File: src/rtl/sprite_pkg.sv
// Shared types and helpers for the sprite animation blocks.
package sprite_pkg;

    localparam int TILE_PX = 16;

    typedef enum logic [1:0] {
        DIR_DOWN  = 2'd0,
        DIR_UP    = 2'd1,
        DIR_LEFT  = 2'd2,
        DIR_RIGHT = 2'd3
    } dir_t;

    typedef enum logic [1:0] {
        IDLE = 2'd0,
        TURN = 2'd1,
        WALK = 2'd2
    } anim_state_t;

    // Walk cycle: stand, left foot, stand, right foot.
    function automatic logic [1:0] phase_to_col(input logic [1:0] phase);
        logic [1:0] col;
        case (phase)
            2'd1:    col = 2'd1;
            2'd3:    col = 2'd2;
            default: col = 2'd0;
        endcase
        return col;
    endfunction

endpackage

File: src/rtl/frame_strobe_gen.sv
// Registered once-per-frame strobe, raised for one cycle after the
// first pixel of the chosen blanking line.
module frame_strobe_gen #(
    parameter int V_STROBE = 768
) (
    input  logic        clk_i,
    input  logic        rst_i,
    input  logic [10:0] hcount_i,
    input  logic [9:0]  vcount_i,
    output logic        strobe_o
);

    logic strobe_q;
    logic strobe_d;

    assign strobe_d = (hcount_i == 11'd0) && (vcount_i == 10'(V_STROBE));

    always_ff @(posedge clk_i or posedge rst_i) begin
        if (rst_i) begin
            strobe_q <= 1'b0;
        end else begin
            strobe_q <= strobe_d;
        end
    end

    assign strobe_o = strobe_q;

endmodule

File: src/rtl/sprite_anim_ctrl.sv
// Per-frame animation sequencer: turn-in-place and step-quantised walking,
// producing sheet offsets for the 16x16 sprite renderer.
module sprite_anim_ctrl
    import sprite_pkg::*;
#(
    parameter int TILE            = 16,
    parameter int FRAMES_PER_STEP = 8,
    parameter int TURN_FRAMES     = 4,
    parameter int V_STROBE        = 768
) (
    input  logic        pixel_clk_in,
    input  logic        rst_in,
    input  logic [10:0] hcount_in,
    input  logic [9:0]  vcount_in,
    input  logic        enable_in,
    input  logic        move_in,
    input  logic [1:0]  dir_in,
    output logic [5:0]  sprite_sel_x,
    output logic [5:0]  sprite_sel_y,
    output logic        frame_tick_out,
    output logic        walking_out,
    output logic        step_done_out
);

    generate
        if (FRAMES_PER_STEP < 2 || FRAMES_PER_STEP > 15) begin : g_bad_fps
            $fatal(1, "sprite_anim_ctrl: FRAMES_PER_STEP out of range 2..15");
        end
        if (TURN_FRAMES < 1 || TURN_FRAMES > 15) begin : g_bad_turn
            $fatal(1, "sprite_anim_ctrl: TURN_FRAMES out of range 1..15");
        end
    endgenerate

    localparam logic [3:0] STEP_LAST = 4'(FRAMES_PER_STEP - 1);
    localparam logic [3:0] TURN_LAST = 4'(TURN_FRAMES - 1);

    logic        strobe;
    logic        adv;

    anim_state_t state_q, state_d;
    dir_t        facing_q, facing_d;
    logic [1:0]  phase_q, phase_d;
    logic [3:0]  div_q, div_d;
    logic        step_done_d;

    logic [5:0]  sel_x_q, sel_x_d;
    logic [5:0]  sel_y_q, sel_y_d;
    logic        walking_q, walking_d;
    logic        step_done_q;

    frame_strobe_gen #(
        .V_STROBE (V_STROBE)
    ) u_strobe (
        .clk_i    (pixel_clk_in),
        .rst_i    (rst_in),
        .hcount_i (hcount_in),
        .vcount_i (vcount_in),
        .strobe_o (strobe)
    );

    // A strobe that arrives while disabled is simply lost.
    assign adv = strobe && enable_in;

    always_ff @(posedge pixel_clk_in or posedge rst_in) begin
        if (rst_in) begin
            state_q     <= IDLE;
            facing_q    <= DIR_DOWN;
            phase_q     <= 2'd0;
            div_q       <= 4'd0;
            sel_x_q     <= 6'd0;
            sel_y_q     <= 6'd0;
            walking_q   <= 1'b0;
            step_done_q <= 1'b0;
        end else begin
            state_q     <= state_d;
            facing_q    <= facing_d;
            phase_q     <= phase_d;
            div_q       <= div_d;
            sel_x_q     <= sel_x_d;
            sel_y_q     <= sel_y_d;
            walking_q   <= walking_d;
            step_done_q <= step_done_d;
        end
    end

    always_comb begin
        state_d     = state_q;
        facing_d    = facing_q;
        phase_d     = phase_q;
        div_d       = div_q;
        step_done_d = 1'b0;
        if (adv) begin
            case (state_q)
                IDLE: begin
                    phase_d = 2'd0;
                    if (!move_in) begin
                        facing_d = dir_t'(dir_in);
                    end else if (dir_t'(dir_in) != facing_q) begin
                        facing_d = dir_t'(dir_in);
                        div_d    = 4'd0;
                        state_d  = TURN;
                    end else begin
                        phase_d = 2'd1;
                        div_d   = 4'd0;
                        state_d = WALK;
                    end
                end
                TURN: begin
                    if (div_q == TURN_LAST) begin
                        div_d = 4'd0;
                        if (move_in) begin
                            state_d  = WALK;
                            phase_d  = 2'd1;
                            facing_d = dir_t'(dir_in);
                        end else begin
                            state_d = IDLE;
                        end
                    end else begin
                        div_d = div_q + 4'd1;
                    end
                end
                WALK: begin
                    // Inputs only matter at the step boundary.
                    if (div_q == STEP_LAST) begin
                        div_d = 4'd0;
                        if (move_in) begin
                            phase_d  = phase_q + 2'd1;
                            facing_d = dir_t'(dir_in);
                        end else begin
                            phase_d     = 2'd0;
                            state_d     = IDLE;
                            step_done_d = 1'b1;
                        end
                    end else begin
                        div_d = div_q + 4'd1;
                    end
                end
                default: begin
                    state_d = IDLE;
                    phase_d = 2'd0;
                    div_d   = 4'd0;
                end
            endcase
        end
    end

    always_comb begin
        sel_x_d   = 6'(int'(phase_to_col(phase_d)) * TILE);
        sel_y_d   = 6'(int'(facing_d) * TILE);
        walking_d = (state_d == WALK);
    end

    assign sprite_sel_x   = sel_x_q;
    assign sprite_sel_y   = sel_y_q;
    assign frame_tick_out = strobe;
    assign walking_out    = walking_q;
    assign step_done_out  = step_done_q;

endmodule
File: config.mk
export PLATFORM = sky130hd
export DESIGN_NAME = sprite_anim_ctrl
export DESIGN_NICKNAME = d
export VERILOG_FILES = /design/src/rtl/sprite_pkg.sv /design/src/rtl/frame_strobe_gen.sv /design/src/rtl/sprite_anim_ctrl.sv
export SDC_FILE = /design/constraint.sdc
export NUM_CORES = 1
export LEC_CHECK = 0
export BUFFER_PORTS_ARGS = -buffer_cell sky130_fd_sc_hd__buf_2
export CORE_AREA = 2 2 66 53
export CTS_BUF_LIST = sky130_fd_sc_hd__clkbuf_4 sky130_fd_sc_hd__clkbuf_8 sky130_fd_sc_hd__clkbuf_16
export CTS_CLUSTER_DIAMETER = 40
export DETAILED_ROUTE_END_ITERATION = 16
export DIE_AREA = 0 0 68 55
export PLACE_DENSITY = 0.56
export SKIP_CTS_REPAIR_TIMING = 1
export SLEW_MARGIN = 20
export SYNTH_ARGS = -nofsm -noshare
export SYNTH_HDL_FRONTEND = slang
export SYNTH_SLANG_ARGS = --single-unit
File: constraint.sdc
create_clock -name pixel_clk_in -period 2.75 [get_ports pixel_clk_in]
set_input_delay 0.55 -clock pixel_clk_in [delete_from_list [all_inputs] [get_ports pixel_clk_in]]
set_output_delay 0.55 -clock pixel_clk_in [all_outputs]
set_load 0.005 [all_outputs]
### Word-level counts from Yosys, hierarchy flattened

Index checks and enable logic that the tools add are counted.

* register bits after elaboration: 15
* input port bits: 27
* word-level logic and storage cells: 62

* add/sub/neg operators: 2
* eq/ne operators: 13
* mux-type cells: 32
* reductions and logical operators: 7

Operator list (count)
* $mux W2: 18
* $pmux W2 S3: 3
* $mux W4: 3
* $pmux W4 S3: 1
* $logic_not A11 Y1: 1
* $eq A10 B10 Y1 const B: 1
* $eq A2 B2 Y1 const B: 3
* $mux W1: 6
* $ne A2 B2 Y1 const B: 3
* $reduce_and A5 Y1: 1
* $add A4 B1 Y4 const B: 1
* $eq A2 B1 Y1 const B: 2
* $eq A4 B2 Y1 const B: 1
* $eq A4 B3 Y1 const B: 1
* $pmux W2 S2: 1
* $ne A3 B3 Y1 const B: 1
* $reduce_bool A3 Y1: 1
* $add A2 B1 Y2 const B: 1
* $logic_and A1 B1 Y1: 2
* $logic_not A2 Y1: 1
* $ne A2 B2 Y1: 1
* $reduce_and A2 Y1: 1

### Depth between registers and ports, before layout

Gate-level depths: netlist of run 1.

* word-level depth: 7
* depth in mapped cells: 6

### Cells and area by module

From an unflattened synthesis of run 1, not the netlist that was laid out.

* cell total of the unflattened synthesis: 108
* area total of the unflattened synthesis: 993.5 µm²

By module, submodules not included
* sprite_anim_ctrl: instances 1, cells an instance 98, area an instance 912.1 µm², seq. area each 350.3 µm²
* frame_strobe_gen: instances 1, cells an instance 10, area an instance 81.3 µm², seq. area each 25.0 µm²

### Worst setup path after synthesis of run 1

No wires, ideal clock.

* kind: reg-to-reg
* from: register div_q[0]
* to: register sel_y_q[4], in the netlist sprite_sel_y[4]
* setup time: 0.128 ns
* data arrival time: 1.747 ns
* setup slack: 0.876 ns
* stages on the path, launching flop included: 6
* period minus slack after synthesis: 1.874 ns
* cells stage by stage: dfrtp_1 -> ha_1 -> or3b_1 -> a21o_1 -> a211oi_2 -> mux2_1

* word-level cells in the longest chain between the ends: 3
* elaborated cells between the ends (all ways): 5
* those cells by class: eq/ne (4); reduce/logical (1)

RTL lines
* from (decl): RTL line sprite_anim_ctrl.sv:43 `logic [3:0] div_q, div_d;`
* from (signal assigned): RTL line sprite_anim_ctrl.sv:78 `div_q <= div_d;`
* $eq A4 B3 Y1 or $eq A4 B2 Y1 (tied branches): RTL line sprite_anim_ctrl.sv:124, sprite_anim_ctrl.sv:109
* $ne A2 B2 Y1 (no line)
* $reduce_and A5 Y1 (no line) *
* to (signal assigned): RTL line sprite_anim_ctrl.sv:80 `sel_y_q <= sel_y_d;`
* to (decl): RTL line sprite_anim_ctrl.sv:47 `logic [5:0] sel_y_q, sel_y_d;`

Every way passes the cells marked *; elsewhere a longest branch is shown, timed or not.
A chain may end at the register's enable or synchronous reset.

### Final worst setup path of run 1

Ends and elaborated chain as after synthesis.

==> impl_metrics.py, run 1 <==
metrics = {
    "outcome": {
        "status": "finished clean",
    },
    "synth": {
        "avgSynthCellArea_sq_um": 9.15,
        "ys_types": 41,
        "synth.top_cell.area_share_pct": 36.3,
        "synth.yosys.seq_area_share_pct": 36.3,
        "syn_area_sq_mm": 0.00103,
        "yosys-top-cells-count": "dfrtp_1, nand2_1, buf_4, inv_1, nor2_1",
        "async_reset_ff_share_pct": 100,
        "synth_area_leaders": "dfrtp_1, ha_1, buf_4, nand2_1, nand3b_1",
        "synth_edf_count": 0,
        "synth.most_common_cell": "dfrtp_1",
        "netlist_instances": 113,
        "yosys_warnings": 0,
        "synth_area_leader_cell": "dfrtp_1",
        "ys_seq_elements": 15,
        "synthFlopType": "dfrtp_1",
    },
    "detailed_routing": {
        "ant_nets": 0,
        "drt_iter0_markers": 44,
        "wire_per_inst_um": 12.7,
        "dr_total_vias": 963,
        "dr.pass1.iters": 4,
        "vias_per_cell": 5.12,
        "remaining_drc_errors": 0,
        "drt_wl_total_mm": 2.38,
    },
    "placed_design": {
        "dpl.hpwl_mm": 1.94,
        "port-buffer-count": 33,
        "place_congestion": 0.786,
    },
    "grt": {
        "grt_pass1_wl_mm": 4.13,
        "overflow": 0,
        "grt_pass1_vias": 922,
        "grt_start_max_net_pins": 16,
        "antenna_found_initial": 0,
        "grt.total_usage_pct": 15.1,
    },
    "cts": {
        "cts_root_buffer": "clkbuf_8",
        "cts_tree": "yes",
        "clk_pin_slew_ps": 60,
        "clock_sinks": 15,
        "clock_latency_ps": 250,
        "cts_max_level": 1,
        "cts_max_path_buffers": 2,
        "cts_buffers": 3,
    },
    "floorplan": {
        "rows": 18,
        "initial_core_util_pct": 33.3,
        "core_sq_mm": 0.00311,
        "die_y_um": 55,
        "die_w_um": 68,
        "fp.dieArea_sq_mm": 0.00374,
        "pin_count": 42,
    },
    "power": {
        "p_comb_share_pct": 24.6,
        "clkPwrFrac_pct": 33.7,
        "p_int_w": 0.000396,
        "p_leak_nw": 0.643,
        "power.net_switching_w": 0.000173,
        "ir_drop_mv": 0.205,
        "swShare_pct": 30.4,
        "pwr_density_cell_mw_per_mm2": 454,
        "seqPwrFrac_pct": 41.7,
    },
    "hold_path": {
        "hp-class": "in2async",
    },
    "sta": {
        "setup-violations-final": 0,
        "maxSlewViolCount": 0,
        "fmaxAchievable_mhz": 485,
        "min_period_over_period_pct": 74.9,
        "clock_skew_ps": 1.47,
        "finalWorstPathRequiredPeriod_ps": 2060,
        "worst_pin_slew_ps": 586,
        "rsz0062_at_grt": "false",
        "hold_viol_final": 0,
        "max_slew_margin_pct": 60.4,
        "tns_ps": 0,
    },
    "worst_setup_path": {
        "worstSetupStartpointType": "flop",
        "endpoint_kind": "flop",
        "cp.required_ps": 2880,
        "cp.arrival_ps": 2200,
        "crit_type": "reg2reg",
        "crit_fanout": 6,
    },
    "run": {
        "cap_violations": 0,
    },
    "cells_and_area": {
        "final_core_util_pct": 40.3,
        "diodes": 0,
        "layout-drive-gt1-share_pct": 27.7,
        "nets": 181,
        "areaGrowthSynthToFinish_pct": 21.2,
    },
}
## flip-flops by register name (all words and copies together), names as in the netlist
| register | cells |
|---|---|
| sprite_sel_y | 2 |
| sprite_sel_x | 2 |
| walking_out | 1 |
| state_q | 2 |
| phase_q | 2 |
| step_done_out | 1 |
| div_q | 4 |
| u_strobe.strobe_o | 1 |
## per-stage QoR
step           area (sq um)  setup WS [ps]  hold slack (ps)  std cells  total power [W]
6_report               1250            689              357        188         0.000568
5_1_grt                1250            561              414        188         0.000607
4_1_cts                1250            691              392        188         0.000573
3_5_place_dp           1200            699              520        184         0.000379
3_3_place_gp           1200            783              500        184         0.000377
2_1_floorplan          1060            876              451        120         0.000342
## cell families after synthesis
kind of cell               after synthesis  share of synthesized area [%]
AOI/OAI and AO/OA                       24                           16.8
muxes                                    2                           2.18
adders and majority gates                5                           6.05
other                                    1                          0.363
buffers and inverters                   16                           9.44
DFF                                     15                           36.3
xor gates and xnor gates                 2                           1.70
and+or+nand+nor                         48                           27.1
## area by class of cell
cell class,instances,area (sq um)
Inverter,7,26.3
Sequential cell,15,375
Clock buffer,4,48.8
Multi-Input combinational cell,89,587
Tap cell,40,50.0
Fill cell,322,1860
Timing Repair Buffer,33,165
## power by group through the flow
stage	clock (W)	combinational (W)	sequential, W
2_1_floorplan	0	0.000103	0.000238
3_3_place_gp	0	0.000137	0.000241
3_5_place_dp	0	0.000137	0.000241
4_1_cts	0.000197	0.000138	0.000237
5_1_grt	0.000212	0.000158	0.000238
6_report	0.000192	0.000140	0.000237
## path summary, 6_finish.rpt
path	startpoint	endpoint	slack (ps)	cells past startpoint
max	div_q[0]	sprite_sel_y[4]	690	5
min	rst_in	u_strobe.strobe_o	360	2
max reg2reg	div_q[0]	sprite_sel_y[4]	690	5
min reg2reg	div_q[1]	div_q[1]	530	2
max in group asynchronous	rst_in	step_done_out	2010	2
min in group pixel_clk_in	vcount_in[8]	u_strobe.strobe_o	520	3
## layout by cell type (no fill, tap or decap), drive strengths merged, types with 3 or more instances in the layout
cell | netlist | routed
dfrtp | 15 | 15
a21oi | 3 | 3
and2 | 3 | 3
conb | 1 | 8
buf | 9 | 33
nand3b | 4 | 4
o21ai | 4 | 4
inv | 7 | 7
clkbuf | 0 | 4
nor3 | 3 | 3
nand3 | 5 | 5
nor4 | 3 | 3
ha | 5 | 5
nand2 | 10 | 10
nor2 | 6 | 6
## per-layer routing
metal  vias to the layer above  global-route usage [%]  wire (um)
met4                         0                    5.00         20
li1                        466                       -          -
met2                        42                    24.9       1150
met1                       450                    18.8       1020
met5                         -                       0          0
met3                         5                    4.86        185
## worst max-delay path: stages, from the launching register on
cell	delay (ps)
dfrtp_1	390
ha_1	290
or3b_1	390
a21o_1	250
a211oi_2	270
mux2_1	350
(Power assumes the default switching activity.)
==> inputs of run 2 (changes only) <==
--- a/config.mk
+++ b/config.mk
@@ -5,13 +5,14 @@
 export SDC_FILE = /design/constraint.sdc
 export NUM_CORES = 1
 export LEC_CHECK = 0
+export ABC_AREA = 1
 export BUFFER_PORTS_ARGS = -buffer_cell sky130_fd_sc_hd__buf_2
-export CORE_AREA = 2 2 66 53
+export CORE_AREA = 2 2 67 53
 export CTS_BUF_LIST = sky130_fd_sc_hd__clkbuf_4 sky130_fd_sc_hd__clkbuf_8 sky130_fd_sc_hd__clkbuf_16
 export CTS_CLUSTER_DIAMETER = 40
 export DETAILED_ROUTE_END_ITERATION = 16
-export DIE_AREA = 0 0 68 55
-export PLACE_DENSITY = 0.56
+export DIE_AREA = 0 0 69 55
+export PLACE_DENSITY = 0.59
 export SKIP_CTS_REPAIR_TIMING = 1
 export SLEW_MARGIN = 20
 export SYNTH_ARGS = -nofsm -noshare
==> constraint.sdc (replaced) <==
create_clock -name pixel_clk_in -period 1.84 [get_ports pixel_clk_in]
set_input_delay 0.368 -clock pixel_clk_in [delete_from_list [all_inputs] [get_ports pixel_clk_in]]
set_output_delay 0.368 -clock pixel_clk_in [all_outputs]
set_load 0.005 [all_outputs]
==> run 2 against run 1 <==
  * Global-route usage shrank 0.90 points
  * Critical path depth grew 5
  * Critical path type unchanged
  * Non-clock buffer count is the same
  * Clock skew grew 2.9 ps
  * Fmax grew 33%
  * Worst hold slack lost 190 ps
  * Sequential share of layout area shrank 0.93 points
  * Via count grew 6.6%
  * Flip-flop and latch count is the same
  * Largest power group unchanged
  * Register-to-register slack lost 390 ps
  * Synthesized cell count grew 29%
  * Setup slack lost 390 ps
==> impl_metrics.py, run 2 <==
metrics = {
    "worst_setup_path": {
        "path_cells": "ha_1, nand2_2, nor2_4, nand2_1, nand3_1, nand3_1, nand2_2, nand2_2, nand2_1, inv_1",
        "cp.required_ps": 1980,
        "r2r_slack_ps": 290,
        "worstSetupStartpointType": "flop",
        "crit_type": "reg2reg",
        "worstRegToRegCells": 10,
        "cp.arrival_ps": 1690,
        "endpoint_kind": "flop",
        "timing.rr.end": "sprite_sel_x[4]",
        "r2r_start": "div_q[0]",
        "crit_fanout": 6,
        "worst_path_largest_cell_delay_ps": 390,
        "critical_path.slowest_cell": "dfrtp_1",
        "cpMostUsedCell": "nand2_2",
    },
    "synth": {
        "yosys_warnings": 0,
        "syn_area_sq_mm": 0.00107,
        "ys_seq_elements": 15,
        "synth_edf_count": 0,
        "avgSynthCellArea_sq_um": 7.31,
        "yosys-top-cells-count": "nand2_1, inv_1, dfrtp_1, nand3_1, buf_4",
        "synth.yosys.seq_area_share_pct": 35.2,
        "synthFlopType": "dfrtp_1",
        "ys_types": 30,
        "synth_area_leader_cell": "dfrtp_1",
        "synth_area_leaders": "dfrtp_1, nand2_1, inv_1, nand3_1, ha_1",
        "async_reset_ff_share_pct": 100,
        "netlist_instances": 146,
        "synth.top_cell.area_share_pct": 35.2,
        "synth.most_common_cell": "nand2_1",
    },
    "floorplan": {
        "pin_count": 42,
        "core_sq_mm": 0.00315,
        "die_w_um": 69,
        "die_y_um": 55,
        "fp.dieArea_sq_mm": 0.00380,
        "initial_core_util_pct": 33.8,
        "rows": 18,
    },
    "cells_and_area": {
        "regMostFlops": "div_q",
        "nets": 214,
        "final_cell_mix": "nand2_1, buf_2, inv_1",
        "seqCellArea_sq_um": 375,
        "multiInputGateArea_sq_um": 571,
        "final_common_cell": "nand2_1",
        "fin_area_sq_mm": 0.00129,
        "layout-drive-gt1-share_pct": 28.2,
        "filler_cell_count": 338,
        "diodes": 0,
        "largest_reg_flops": 4,
        "areaGrowthSynthToFinish_pct": 21.1,
    },
    "grt": {
        "overflow": 0,
        "grt_pass1_wl_mm": 4.12,
        "grt_start_max_net_pins": 16,
        "grt_pass1_vias": 956,
        "grt.total_usage_pct": 14.2,
        "antenna_found_initial": 0,
    },
    "detailed_routing": {
        "wire_per_inst_um": 10.9,
        "remaining_drc_errors": 0,
        "vias_per_cell": 4.65,
        "drt_iter0_markers": 21,
        "ant_nets": 0,
        "dr_total_vias": 1027,
        "dr.pass1.iters": 4,
        "drt_wl_total_mm": 2.42,
    },
    "cts": {
        "cts_buffers": 3,
        "cts_root_buffer": "clkbuf_8",
        "cts_tree": "yes",
        "cts_max_level": 1,
        "clock_latency_ps": 250,
        "clk_pin_slew_ps": 60,
        "clock_sinks": 15,
        "cts_max_path_buffers": 2,
    },
    "sta": {
        "setup-violations-final": 0,
        "fin_ws_ps": 295,
        "tns_ps": 0,
        "hold_viol_final": 0,
        "worst_pin_slew_ps": 585,
        "clock_skew_ps": 4.41,
        "min_period_over_period_pct": 84.0,
        "max_slew_margin_pct": 61.0,
        "fmaxAchievable_mhz": 647,
        "rsz0062_at_grt": "false",
        "holdWs_ps": 168,
        "finalWorstPathRequiredPeriod_ps": 1550,
        "maxSlewViolCount": 0,
    },
    "run": {
        "cap_violations": 0,
    },
    "power": {
        "p_leak_nw": 0.684,
        "pwr_density_cell_mw_per_mm2": 522,
        "ir_drop_mv": 0.240,
        "power_w": 0.000674,
    },
    "placed_design": {
        "place_area_sq_mm": 0.00124,
        "dpl.hpwl_mm": 1.97,
        "place_congestion": 0.891,
        "place_ws_ps": 308,
        "port-buffer-count": 33,
    },
    "hold_path": {
        "hp-class": "in2async",
    },
    "outcome": {
        "status": "finished clean",
    },
}
## run 2: cell types whose count changed after synthesis, sizes merged, moves of 3 or more
cell	delta
inv	+14
nand3b	-4
nand2	+39
nand3	+10
and2	-3
## run 2: stage by stage
step | utilization, % | cells
floorplan | - | 153
CTS | 41.0 | 221
finish | 41.0 | 221
global placement | 39.4 | 217
detailed placement | 39.4 | 217
global route | 41.0 | 221
## run 2: power breakdown
part            switching, W  internal, W  total [W]
clock network       0.000118     0.000168   0.000286
logic              0.0000320    0.0000263  0.0000584
registers      0.00000000365     0.000330   0.000330
## run 2: how the worst max path moves through the flow
stage                         from              end  slack [ps]  cells past startpoint
after floorplan           div_q[0]  sprite_sel_x[4]         480                     10
after global placement    div_q[0]      walking_out         330                     10
after detailed placement  div_q[0]  sprite_sel_x[4]         310                     10
after CTS                 div_q[0]  sprite_sel_x[4]         280                     10
after global routing      div_q[0]  sprite_sel_x[4]          90                     10
final                     div_q[0]  sprite_sel_x[4]         290                     10
## run 2: cell families after synthesis
kind of cell	after synthesis	synth area share, %
AOI/OAI and AO/OA	12	7.50
DFF	15	35.2
xor gates and xnor gates	1	0.821
other	1	0.351
and+or+nand+nor	80	35.5
buffers and inverters	31	13.8
muxes	1	0.938
adders and majority gates	5	5.86
## run 2: metal layers
| layer | global-route usage [%] | vias to the layer above | wire length [um] | share of wire [%] |
|---|---|---|---|---|
| met5 | 0 | - | 0 | 0 |
| met4 | 6.86 | 0 | 50 | 2.1 |
| met1 | 17.2 | 454 | 1160 | 48 |
| met2 | 23.9 | 49 | 1030 | 43 |
| met3 | 4.35 | 4 | 177 | 7.3 |
| li1 | - | 520 | - | - |
## run 2: worst max-delay path: cells and delay by family (launching register included)
kind	cells	cell delay [ps]
simple gates	8	730
flops	1	390
fa+ha+maj	1	280
buf+inv	1	40
## run 2: final cells by class
type                            count  share of cell area [%]
Clock buffer                        4                    3.78
Tap cell                           40                    3.87
Inverter                           22                    6.39
Multi-Input combinational cell    107                    44.1
Sequential cell                    15                    29.0
Timing Repair Buffer               33                    12.8
